`src/rtl/fetch_stage_if.sv`:
```
// Instruction-memory bus and IF/ID register outputs of the fetch stage.
interface fetch_stage_if #(
  parameter int unsigned PC_WIDTH    = 16,
  parameter int unsigned INSTR_WIDTH = 16
);
  logic [PC_WIDTH-1:0]    imem_addr;
  logic [INSTR_WIDTH-1:0] imem_rdata;
  logic [INSTR_WIDTH-1:0] if_id_instr;
  logic [INSTR_WIDTH-1:0] if_id_imm;
  logic [PC_WIDTH-1:0]    if_id_pc_next;
  logic                   if_id_valid;

  // Fetch stage side: drives the address and the IF/ID register.
  modport master (
    output imem_addr,
    input  imem_rdata,
    output if_id_instr,
    output if_id_imm,
    output if_id_pc_next,
    output if_id_valid
  );

  // Memory / decode side.
  modport slave (
    input  imem_addr,
    output imem_rdata,
    input  if_id_instr,
    input  if_id_imm,
    input  if_id_pc_next,
    input  if_id_valid
  );
endinterface

```
`src/rtl/fetch_stage.sv`:
```
// Instruction fetch stage with IF/ID pipeline register.
// Assembles one- or two-word instructions; word bit [INSTR_WIDTH-1] set in
// the opcode slot marks a two-word instruction whose second word is the
// immediate. Branch redirect beats stall, stall beats normal fetch.
module fetch_stage #(
  parameter int unsigned         PC_WIDTH     = 16,
  parameter int unsigned         INSTR_WIDTH  = 16,
  parameter logic [PC_WIDTH-1:0] RESET_VECTOR = '0
) (
  input  logic                clk,
  input  logic                rst,
  input  logic                stall,
  input  logic                branch_taken,
  input  logic [PC_WIDTH-1:0] branch_target,
  fetch_stage_if.master       bus
);

  typedef enum logic {
    FETCH_OP,
    FETCH_IMM
  } state_t;

  state_t                 state;
  logic [PC_WIDTH-1:0]    pc;
  logic [PC_WIDTH-1:0]    pc_inc;
  logic [INSTR_WIDTH-1:0] hold;
  logic [INSTR_WIDTH-1:0] instr_q;
  logic [INSTR_WIDTH-1:0] imm_q;
  logic [PC_WIDTH-1:0]    pc_next_q;
  logic                   valid_q;

  // PC is driven straight from the register: no path from stall/branch.
  assign bus.imem_addr     = pc;
  assign bus.if_id_instr   = instr_q;
  assign bus.if_id_imm     = imm_q;
  assign bus.if_id_pc_next = pc_next_q;
  assign bus.if_id_valid   = valid_q;

  // Sequential PC successor; wraps modulo 2^PC_WIDTH.
  always_comb begin
    pc_inc = pc + PC_WIDTH'(1);
  end

  // Fetch FSM, PC, hold word and IF/ID register.
  always_ff @(posedge clk or negedge rst) begin
    if (!rst) begin
      state     <= FETCH_OP;
      pc        <= RESET_VECTOR;
      hold      <= '0;
      instr_q   <= '0;
      imm_q     <= '0;
      pc_next_q <= '0;
      valid_q   <= 1'b0;
    end else if (branch_taken) begin
      state     <= FETCH_OP;
      pc        <= branch_target;
      hold      <= '0;
      instr_q   <= '0;
      imm_q     <= '0;
      pc_next_q <= '0;
      valid_q   <= 1'b0;
    end else if (!stall) begin
      pc <= pc_inc;
      unique case (state)
        FETCH_OP: begin
          if (bus.imem_rdata[INSTR_WIDTH-1]) begin
            hold    <= bus.imem_rdata;
            state   <= FETCH_IMM;
            instr_q <= '0;
            imm_q   <= '0;
            valid_q <= 1'b0;
          end else begin
            instr_q   <= bus.imem_rdata;
            imm_q     <= '0;
            pc_next_q <= pc_inc;
            valid_q   <= 1'b1;
          end
        end
        FETCH_IMM: begin
          instr_q   <= hold;
          imm_q     <= bus.imem_rdata;
          pc_next_q <= pc_inc;
          valid_q   <= 1'b1;
          state     <= FETCH_OP;
        end
        default: state <= FETCH_OP;
      endcase
    end
  end

endmodule

```
`src/flat_wrapper.sv`:
```
// flat-port wrapper written by rule: the top's interface ports become plain ports
module fetch_stage_flat 
#(
  parameter int unsigned         PC_WIDTH     = 16,
  parameter int unsigned         INSTR_WIDTH  = 16,
  parameter logic [PC_WIDTH-1:0] RESET_VECTOR = '0
)
  (clk, rst, stall, branch_taken, branch_target, bus_imem_addr, bus_imem_rdata, bus_if_id_instr, bus_if_id_imm, bus_if_id_pc_next, bus_if_id_valid);
  fetch_stage_if #(.PC_WIDTH(PC_WIDTH), .INSTR_WIDTH(INSTR_WIDTH)) bus_i ();
  input  logic clk;
  input  logic rst;
  input  logic stall;
  input  logic branch_taken;
  input  logic [PC_WIDTH-1:0] branch_target;
  output wire logic [$bits(bus_i.imem_addr)-1:0] bus_imem_addr;
  input wire logic [$bits(bus_i.imem_rdata)-1:0] bus_imem_rdata;
  output wire logic [$bits(bus_i.if_id_instr)-1:0] bus_if_id_instr;
  output wire logic [$bits(bus_i.if_id_imm)-1:0] bus_if_id_imm;
  output wire logic [$bits(bus_i.if_id_pc_next)-1:0] bus_if_id_pc_next;
  output wire logic [$bits(bus_i.if_id_valid)-1:0] bus_if_id_valid;
  assign bus_imem_addr = bus_i.imem_addr;
  assign bus_i.imem_rdata = bus_imem_rdata;
  assign bus_if_id_instr = bus_i.if_id_instr;
  assign bus_if_id_imm = bus_i.if_id_imm;
  assign bus_if_id_pc_next = bus_i.if_id_pc_next;
  assign bus_if_id_valid = bus_i.if_id_valid;
  fetch_stage #(.PC_WIDTH(PC_WIDTH), .INSTR_WIDTH(INSTR_WIDTH), .RESET_VECTOR(RESET_VECTOR)) u_core (.clk(clk), .rst(rst), .stall(stall), .branch_taken(branch_taken), .branch_target(branch_target), .bus(bus_i));
endmodule
```
`config.mk`:
```
export PLATFORM = sky130hd
export DESIGN_NAME = fetch_stage_flat
export DESIGN_NICKNAME = d
export VERILOG_FILES = /design/src/rtl/fetch_stage_if.sv /design/src/rtl/fetch_stage.sv /design/src/flat_wrapper.sv
export SDC_FILE = /design/constraint.sdc
export NUM_CORES = 1
export LEC_CHECK = 0
export BUFFER_PORTS_ARGS = -buffer_cell sky130_fd_sc_hd__buf_2
export CAP_MARGIN = 20
export CORE_ASPECT_RATIO = 0.6
export CORE_MARGIN = 2
export CORE_UTILIZATION = 53
export DETAILED_ROUTE_END_ITERATION = 8
export PLACE_DENSITY_LB_ADDON = 0.3
export SETUP_SLACK_MARGIN = 0.5
export SLEW_MARGIN = 20
export SYNTH_ARGS = -nofsm -noshare
export SYNTH_HDL_FRONTEND = slang
export SYNTH_SLANG_ARGS = --single-unit
```
`constraint.sdc`:
```
create_clock -name clk -period 1.9 [get_ports clk]
set_input_delay 0.095 -clock clk [delete_from_list [all_inputs] [get_ports clk]]
set_output_delay 0.095 -clock clk [all_outputs]
set_load 0.01 [all_outputs]
```
# Word-level counts from Yosys, hierarchy flattened
# Index checks and enable logic that the tools add are counted.
op_classes:
  mux: 25
  n_bitwise: 1
  n_reduce_logical: 3
  eq_ne: 3
  add_sub_neg: 1
op_table:
  columns: ["operator", "count"]
  rows:
  - ["two-way mux 16 bit", 13]
  - ["one-hot mux 16 bit (2 select lines)", 3]
  - ["adder 16 x 1 -> 16 bit, second input constant", 1]
  - ["two-way mux 15 bit", 1]
  - ["two-way mux 1 bit", 6]
  - ["one-hot mux 1 bit (2 select lines)", 2]
  - ["!= test 3 bit, second input constant", 1]
  - ["AND reduction 3 bit", 1]
  - ["!= test 2 x 1 -> 1 bit, second input constant", 1]
  - ["!= test 2 bit, second input constant", 1]
  - ["AND reduction 2 bit", 1]
  - ["nonzero test 2 bit", 1]
  - ["inverter 1 bit", 1]
word_totals:
  register_bits: 82

# Longest topological paths before layout
# Gate-level depths: netlist of the first run.
depth:
  word_depth: 5
  mapped_depth: 6

# Least setup slack after synthesis of the first run
# No wires, ideal clock.
synth_path:
  path_type: "reg2reg"
  from: "register u_core.pc[0], in the netlist u_core.bus.imem_addr[0]"
  to: "register u_core.pc[14], in the netlist u_core.bus.imem_addr[14]"
  setup_ns: 0.069
  path_slack_ns: 0.253
  required_ns: 1.831
  period_less_slack_ns: 1.647
  path_stages_with_launch: 6
  arrival_ns: 1.578
  cell_sequence: "dfrtp_1 -> ha_1 -> and4b_1 -> nand2_1 -> or4b_1 -> nand3_1"
synth_between:
  elab_chain_cells: 3
synth_rtl:
  columns: ["item", "line", "text"]
  rows:
  - ["start, declared", "fetch_stage.sv:24", "logic [PC_WIDTH-1:0] pc;"]
  - ["start signal, assigned", "fetch_stage.sv:56", "pc <= branch_target;"]
  - ["start signal, assigned", "fetch_stage.sv:63", "pc <= pc_inc;"]
  - ["adder 16 x 1 -> 16 bit", "fetch_stage.sv:41", "pc_inc = pc + PC_WIDTH'(1);"]
  - ["two-way mux 16 bit", "fetch_stage.sv:62", "end else if (!stall) begin"]
  - ["two-way mux 16 bit", "fetch_stage.sv:54", "end else if (branch_taken) begin"]
# No other way between the ends. The select of a mux whose other input is x is not followed.
# A chain may end at the register's enable or synchronous reset.

# Final worst setup path of the first run
layout_path:
  from: "register u_core.pc[1], in the netlist u_core.bus.imem_addr[1]"
  to: "register u_core.pc[12], in the netlist u_core.bus.imem_addr[12]"
# The elaborated chain is that of the path after synthesis.

==> results.sh, run 1 <==
export IMPL_critPathArrivalTime_ps=1750
export IMPL_core_area_sq_um=7210
export IMPL_synth_edff_count=0
export IMPL_hp_class="in2reg"
export IMPL_leakagePower_nw=2.78
export IMPL_fin_ws_ps=374
export IMPL_period_share_pct=80.3
export IMPL_cp_slowest_cell="dfrtp_2"
export IMPL_r2r_setup_slack_ps=370
export IMPL_yosysSeqAreaShare_pct=52.5
export IMPL_grt_max_degree=45
export IMPL_drtAntennaViolNets=0
export IMPL_rows=24
export IMPL_placed_area_sq_um=4490
export IMPL_area_delta_synth_final_pct=47.6
export IMPL_hpwl_um=6650
export IMPL_status="complete, no violations"
export IMPL_drive_gt1_share_pct=48.3
export IMPL_cts_made_buffers=9
export IMPL_synth_top_family_by_area="simple AND/OR/NAND/NOR gates"
export IMPL_grt_pass1_vias=3347
export IMPL_via_per_inst=5.87
export IMPL_clk_latency_ps=350
export IMPL_fin_skew_ps=4.93
export IMPL_synth_top_area_share_pct=52.5
export IMPL_final_cell_area_sq_um=5770
export IMPL_setup_viol=0
export IMPL_drt_first_pass_iters=5
export IMPL_drc=0
export IMPL_slew_viol_final=0
export IMPL_layout_cells_non_filler=625
export IMPL_slew_headroom_pct=69.0
export IMPL_tritoncts="done"
export IMPL_yosysTopAreaCell="dfrtp_1"
export IMPL_overflow=0
export IMPL_p_total_mw=4.48
export IMPL_avgSynthCellArea_sq_um=10.5
export IMPL_drt_wl_total_um=12500
export IMPL_rsz0062_at_grt="yes"
export IMPL_start_util_pct=54.3
export IMPL_cts_max_path_buffers=2
export IMPL_syn_nets=410
export IMPL_synth_xor_area_share_pct=6.05
export IMPL_synth_compound_area_share_pct=16.8
export IMPL_critPathMaxStageDelay_ps=390
export IMPL_fmax_ghz=0.655
export IMPL_synthAdderAreaFrac_pct=0.320
export IMPL_start_kind="flip-flop"
export IMPL_synth_simple_gate_area_share_pct=18.4
export IMPL_fin_util_pct=80.1
export IMPL_htree_levels=3
export IMPL_drt_iter0_drc=268
export IMPL_antennaDiodeCount=0
export IMPL_root_buffer="clkbuf_16"
export IMPL_clock_sinks=82
export IMPL_crit_required_ps=2120
export IMPL_setup_tns_ps=0
export IMPL_grt_pass1_wl_um=17400
export IMPL_muxShareOfSynthArea_pct=1.06
export IMPL_crit_chain="ha_4 -> nand3_4 -> buf_6 -> nor4_4 -> xnor2_1 -> o21ai_1"
export IMPL_powerDensity_nw_per_um2=777
export IMPL_finalHoldViolations=0
export IMPL_synth_commonest_cells="dfrtp_1, a21oi_1, nand2_1, a22o_1, nor2_1"
export IMPL_timing_hold_ws_ps=1.78
export IMPL_path_max_fanout=5
export IMPL_synth_main_ff_cell="dfrtp_1"
export IMPL_dieWidth_um=115
export IMPL_tightest_slew_ps=464
export IMPL_pre_cts_slack_ps=139
export IMPL_dp_cells=547
export IMPL_io_buffers=100
export IMPL_synth_area_top_cells="dfrtp_1, a22o_1, a21oi_1, xnor2_1, or3b_2"
export IMPL_yosysMostFrequentCell="dfrtp_1"
export IMPL_place_gp_congestion=0.854
export IMPL_final_nets=566
export IMPL_antenna_found_initial=0
export IMPL_fillers=398
export IMPL_route_vias_total=3670
export IMPL_worstSetupPathType="reg2reg"
export IMPL_period_needed_ps=1530
export IMPL_path_clk_slew_ps=70
export IMPL_netlist_instances=373
export IMPL_syn_cell_area_sq_um=3910
export IMPL_yosys_register_bits=82
export IMPL_synth_async_reset_ratio_pct=100
export IMPL_die_area_sq_um=8100
export IMPL_drv_cap=0
export IMPL_ioPinCount=101
export IMPL_grt_usage_pct=28.4
export IMPL_wire_per_inst_um=19.9
export IMPL_synth_cell_types=42
export IMPL_peakVddDrop_v=0.000708
export IMPL_die_y_um=70.5
export IMPL_ys_warn_count=0
export IMPL_critPathCaptureType="flip-flop"
layer usage:
layer	vias up	track usage [%]	share of wire, %
met5	-	0	0
met2	176	40.8	45
met1	1836	42.3	45
li1	1636	-	-
met4	0	8.03	1.3
met3	22	8.14	8.0
what timing repair did:
item | CTS | global route
hold endpoints to repair | 77 | 0
pin swaps | 23 | 44
cloned | 1 | 4
resized for setup | 45 | 61
setup buffers | 26 | 13
hold buffers | 18 | 0
endpoints found under the setup margin | 61 | 75
path summary, 6_finish.rpt:
check / from / to / cells past startpoint
setup / recovery: u_core.bus.imem_addr[1]$_DFFE_PN0P_ / u_core.bus.imem_addr[12]$_DFFE_PN0P_ / 6
hold / removal: bus_imem_rdata[12] / u_core.bus.if_id_imm[12]$_DFFE_PN0P_ / 2
setup reg to reg: u_core.bus.imem_addr[1]$_DFFE_PN0P_ / u_core.bus.imem_addr[12]$_DFFE_PN0P_ / 6
hold reg to reg: u_core.bus.if_id_imm[1]$_DFFE_PN0P_ / u_core.bus.if_id_imm[1]$_DFFE_PN0P_ / 1
max in group asynchronous: rst / u_core.bus.imem_addr[0]$_DFFE_PN0P_ / 3
min in group asynchronous: rst / u_core.bus.imem_addr[13]$_DFFE_PN0P_ / 2
cell usage in the layout, fill, tap and decap left out, types with 6 or more instances in the layout:
cell           instances
o21ai_0               11
or3b_4                15
nor2_1                24
buf_2                 99
nand2_2                6
a21oi_2               16
nand3_1                6
buf_6                  6
buf_12                 6
clkbuf_16             11
a22o_1                32
dfrtp_2                8
o21ai_1               13
buf_4                 43
a21oi_1               23
nand2_1               28
dfrtp_1               74
nor4_4                 6
xnor2_1               21
dlygate4sd3_1         18
cell type report:
cell class / instances / area, sq um / area share [%]
Inverter: 5 / 18.8 / 0.325
Timing Repair Buffer: 175 / 1270 / 22.0
Clock buffer: 9 / 225 / 3.90
Multi-Input combinational cell: 256 / 2030 / 35.1
Tap cell: 91 / 114 / 1.97
Clock inverter: 7 / 55.1 / 0.954
Sequential cell: 82 / 2060 / 35.7
registers in the layout (all words and copies together), names as in the netlist:
name	cells
u_core.bus.imem_addr	16
u_core.bus.if_id_instr	16
u_core.bus.if_id_valid	1
u_core.hold	16
u_core.bus.if_id_pc_next	16
u_core.bus.if_id_imm	16
u_core.state	1
cells by family after synthesis:
group,count (synthesis)
DFF,82
buffers and inverters,36
xor gates and xnor gates,27
AOI/OAI and AO/OA,104
and+or+nand+nor,119
adders and majority gates,1
muxes,4
worst max-delay path: cells and delay by family, from the launching register on:
| family | cells | cell delay, ps |
|---|---|---|
| buffers and inverters | 1 | 170 |
| XOR/XNOR | 1 | 170 |
| adder cells (fa/ha/maj) | 1 | 170 |
| AO/OA/AOI/OAI | 1 | 110 |
| AND/OR/NAND/NOR | 2 | 400 |
| flip-flops | 1 | 390 |
power by group:
| part | internal (mW) | total, mW | switching, mW |
|---|---|---|---|
| Sequential | 1.85 | 1.95 | 0.103 |
| Clock | 0.894 | 1.66 | 0.766 |
| Combinational | 0.412 | 0.873 | 0.461 |
(Power assumes the default switching activity.)
==> inputs of run 2 (changes only) <==
--- a/config.mk
+++ b/config.mk
@@ -5,6 +5,7 @@
 export SDC_FILE = /design/constraint.sdc
 export NUM_CORES = 1
 export LEC_CHECK = 0
+export ABC_AREA = 1
 export BUFFER_PORTS_ARGS = -buffer_cell sky130_fd_sc_hd__buf_2
 export CAP_MARGIN = 20
 export CORE_ASPECT_RATIO = 0.6
==> constraint.sdc (replaced) <==
create_clock -name clk -period 1.48 [get_ports clk]
set_input_delay 0.074 -clock clk [delete_from_list [all_inputs] [get_ports clk]]
set_output_delay 0.074 -clock clk [all_outputs]
set_load 0.01 [all_outputs]
==> results.sh, run 2 <==
export IMPL_root_buffer="clkbuf_16"
export IMPL_tightest_slew_ps=541
export IMPL_layout_cells_non_filler=705
export IMPL_gr_max_usage_layer="met1"
export IMPL_p_total_mw=6.29
export IMPL_r2r_start="u_core.bus.imem_addr[5]$_DFFE_PN0P_"
export IMPL_slew_viol_final=0
export IMPL_grt_pass1_wl_um=20200
export IMPL_drt_iter0_drc=683
export IMPL_ioPinCount=101
export IMPL_hold_path_cell_count=3
export IMPL_path_max_fanout=5
export IMPL_clk_latency_ps=340
export IMPL_setup_tns_ps=0
export IMPL_final_cell_mix="nand2_1, buf_2, dfrtp_1"
export IMPL_ys_warn_count=0
export IMPL_hp_class="in2reg"
export IMPL_tritoncts="done"
export IMPL_drtAntennaViolNets=0
export IMPL_layout_commonest_cell="nand2_1"
export IMPL_grtUsageMet3_pct=9.98
export IMPL_dp_cells=637
export IMPL_fin_skew_ps=6.81
export IMPL_worstSetupPathType="reg2reg"
export IMPL_drv_cap=0
export IMPL_place_gp_congestion=0.904
export IMPL_overflow=0
export IMPL_critPathCaptureType="flip-flop"
export IMPL_r2r_cells=7
export IMPL_yosys_register_bits=82
export IMPL_min_from="bus_imem_rdata[5]"
export IMPL_rsz0062_at_grt="yes"
export IMPL_synth_main_ff_cell="dfrtp_1"
export IMPL_rows=24
export IMPL_period_share_pct=97.7
export IMPL_critPathArrivalTime_ps=1660
export IMPL_start_util_pct=54.1
export IMPL_cts_max_path_buffers=2
export IMPL_period_needed_ps=1450
export IMPL_wire_per_inst_um=22.5
export IMPL_synth_area_top_cells="dfrtp_1, nand2_1, o21ai_0, inv_1, nand3_1"
export IMPL_drive_gt1_share_pct=47.4
export IMPL_leakagePower_nw=2.96
export IMPL_syn_cell_area_sq_um=3900
export IMPL_die_area_sq_um=8080
export IMPL_fmax_ghz=0.691
export IMPL_grt_pass1_vias=3906
export IMPL_r2r_setup_slack_ps=30
export IMPL_dieWidth_um=115
export IMPL_yosysSeqAreaShare_pct=52.6
export IMPL_timing_hold_ws_ps=20.1
export IMPL_synth_edff_count=0
export IMPL_avgSynthCellArea_sq_um=8.55
export IMPL_core_area_sq_um=7210
export IMPL_status="complete, no violations"
export IMPL_grt_use_met1_pct=48.2
export IMPL_slew_headroom_pct=63.9
export IMPL_grt_usage_pct=32.9
export IMPL_final_nets=646
export IMPL_route_vias_total=4443
export IMPL_worstHoldEndpoint="u_core.bus.if_id_instr[5]$_DFFE_PN0P_"
export IMPL_drt_wl_total_um=15800
export IMPL_grt_max_degree=40
export IMPL_fillers=384
export IMPL_cts_made_buffers=9
export IMPL_clock_sinks=82
export IMPL_met2_usage_pct=46.8
export IMPL_placed_area_sq_um=4530
export IMPL_setup_viol=0
export IMPL_antenna_found_initial=0
export IMPL_synth_top_area_share_pct=52.6
export IMPL_synth_async_reset_ratio_pct=100
export IMPL_final_cell_area_sq_um=5870
export IMPL_hpwl_um=7660
export IMPL_netlist_instances=456
export IMPL_peakVddDrop_v=0.000623
export IMPL_htree_levels=3
export IMPL_r2r_end="u_core.bus.imem_addr[9]$_DFFE_PN0P_"
export IMPL_synth_cell_types=28
export IMPL_area_delta_synth_final_pct=50.7
export IMPL_via_per_inst=6.30
export IMPL_path_clk_slew_ps=70
export IMPL_antennaDiodeCount=0
export IMPL_yosysTopAreaCell="dfrtp_1"
export IMPL_io_buffers=100
export IMPL_syn_nets=493
export IMPL_finalHoldViolations=0
export IMPL_drt_first_pass_iters=5
export IMPL_start_kind="flip-flop"
export IMPL_powerDensity_nw_per_um2=1070
export IMPL_crit_required_ps=1700
export IMPL_die_y_um=70.4
export IMPL_yosysMostFrequentCell="nand2_1"
export IMPL_drc=0
export IMPL_synth_commonest_cells="nand2_1, dfrtp_1, o21ai_0, inv_1, nand3_1"
[run 2: cell count changes after synthesis, sizes merged, moves of 11 or more]
cell,previous run,this run
a22o,32,0
or3b,15,0
o21ai,24,80
a21oi,42,18
nand2,34,143
nand3,9,28
xnor2,22,0
nor2,30,19
inv,5,48
[run 2: cell families (layout without fill, tap and decap cells)]
group / after synthesis / after routing / share of synthesized area, %
AO/OA/AOI/OAI: 104 / 104 / 14.9
AND/OR/NAND/NOR: 198 / 202 / 23.0
flip-flops: 82 / 82 / 52.6
buffers and inverters: 68 / 222 / 8.41
XOR/XNOR: 3 / 3 / 0.674
adder cells (fa/ha/maj): 1 / 1 / 0.321
[run 2: routing by layer]
layer | vias to the layer above | routed length (um)
met1 | 2125 | 6010
met2 | 441 | 6820
met3 | 88 | 2310
li1 | 1789 | -
met4 | 0 | 711
met5 | - | 0
[run 2: worst max path at each step]
stage / from / end
final: u_core.bus.imem_addr[5]$_DFFE_PN0P_ / u_core.bus.imem_addr[9]$_DFFE_PN0P_
after global routing: u_core.bus.imem_addr[12]$_DFFE_PN0P_ / u_core.bus.if_id_pc_next[15]$_DFFE_PN0P_
after CTS: u_core.bus.imem_addr[0]$_DFFE_PN0P_ / u_core.bus.if_id_pc_next[14]$_DFFE_PN0P_
after detailed placement: u_core.bus.imem_addr[1]$_DFFE_PN0P_ / u_core.bus.if_id_pc_next[6]$_DFFE_PN0P_
after global placement: u_core.bus.imem_addr[1]$_DFFE_PN0P_ / u_core.bus.if_id_pc_next[6]$_DFFE_PN0P_
after floorplan: u_core.bus.imem_addr[1]$_DFFE_PN0P_ / u_core.bus.imem_addr[10]$_DFFE_PN0P_
[run 2: timing repair]
action / in CTS / in global routing
pin swaps: 27 / 10
endpoints found under the setup margin: 92 / 127
endpoints found under the hold margin: 40 / 0
hold buffers: 11 / 0
resized for setup: 95 / 83
gates cloned: 7 / 1
setup buffers: 14 / 19
[run 2: stage by stage]
step | util [%] | setup WS (ps)
after floorplan | - | 250
after global placement | 62.9 | 155
after detailed placement | 62.9 | 91.5
after CTS | 74.7 | 159
after global routing | 81.5 | -50.0
final | 81.5 | 33.6
[run 2: final cells by class]
type / count / area (sq um) / share of cell area (%)
flip-flops and latches: 82 / 2060 / 35.2
multi-input cells: 310 / 2020 / 34.4
repair buffers: 155 / 1150 / 19.5
clock buffers: 11 / 233 / 3.96
inverters: 48 / 213 / 3.62
well taps: 91 / 114 / 1.94
clock inverters: 5 / 55.1 / 0.937
repair inverters: 3 / 26.3 / 0.447
[run 2: where the power goes]
group / total [mW] / leakage [nW] / switching (mW) / internal (mW)
combinational: 1.44 / 1.76 / 0.853 / 0.591
sequential: 2.61 / 1.07 / 0.190 / 2.42
clock: 2.23 / 0.136 / 0.928 / 1.30
total: 6.29 / 2.96 / 1.97 / 4.32
[run 2: critical path, stage by stage, from the launching register on]
cell and delay (ps):
dfrtp_1 470, nand2_2 120, inv_1 80, nand2_1 90, nor2_4 140, nand3_1 150
nand3_1 180, nand3_1 100
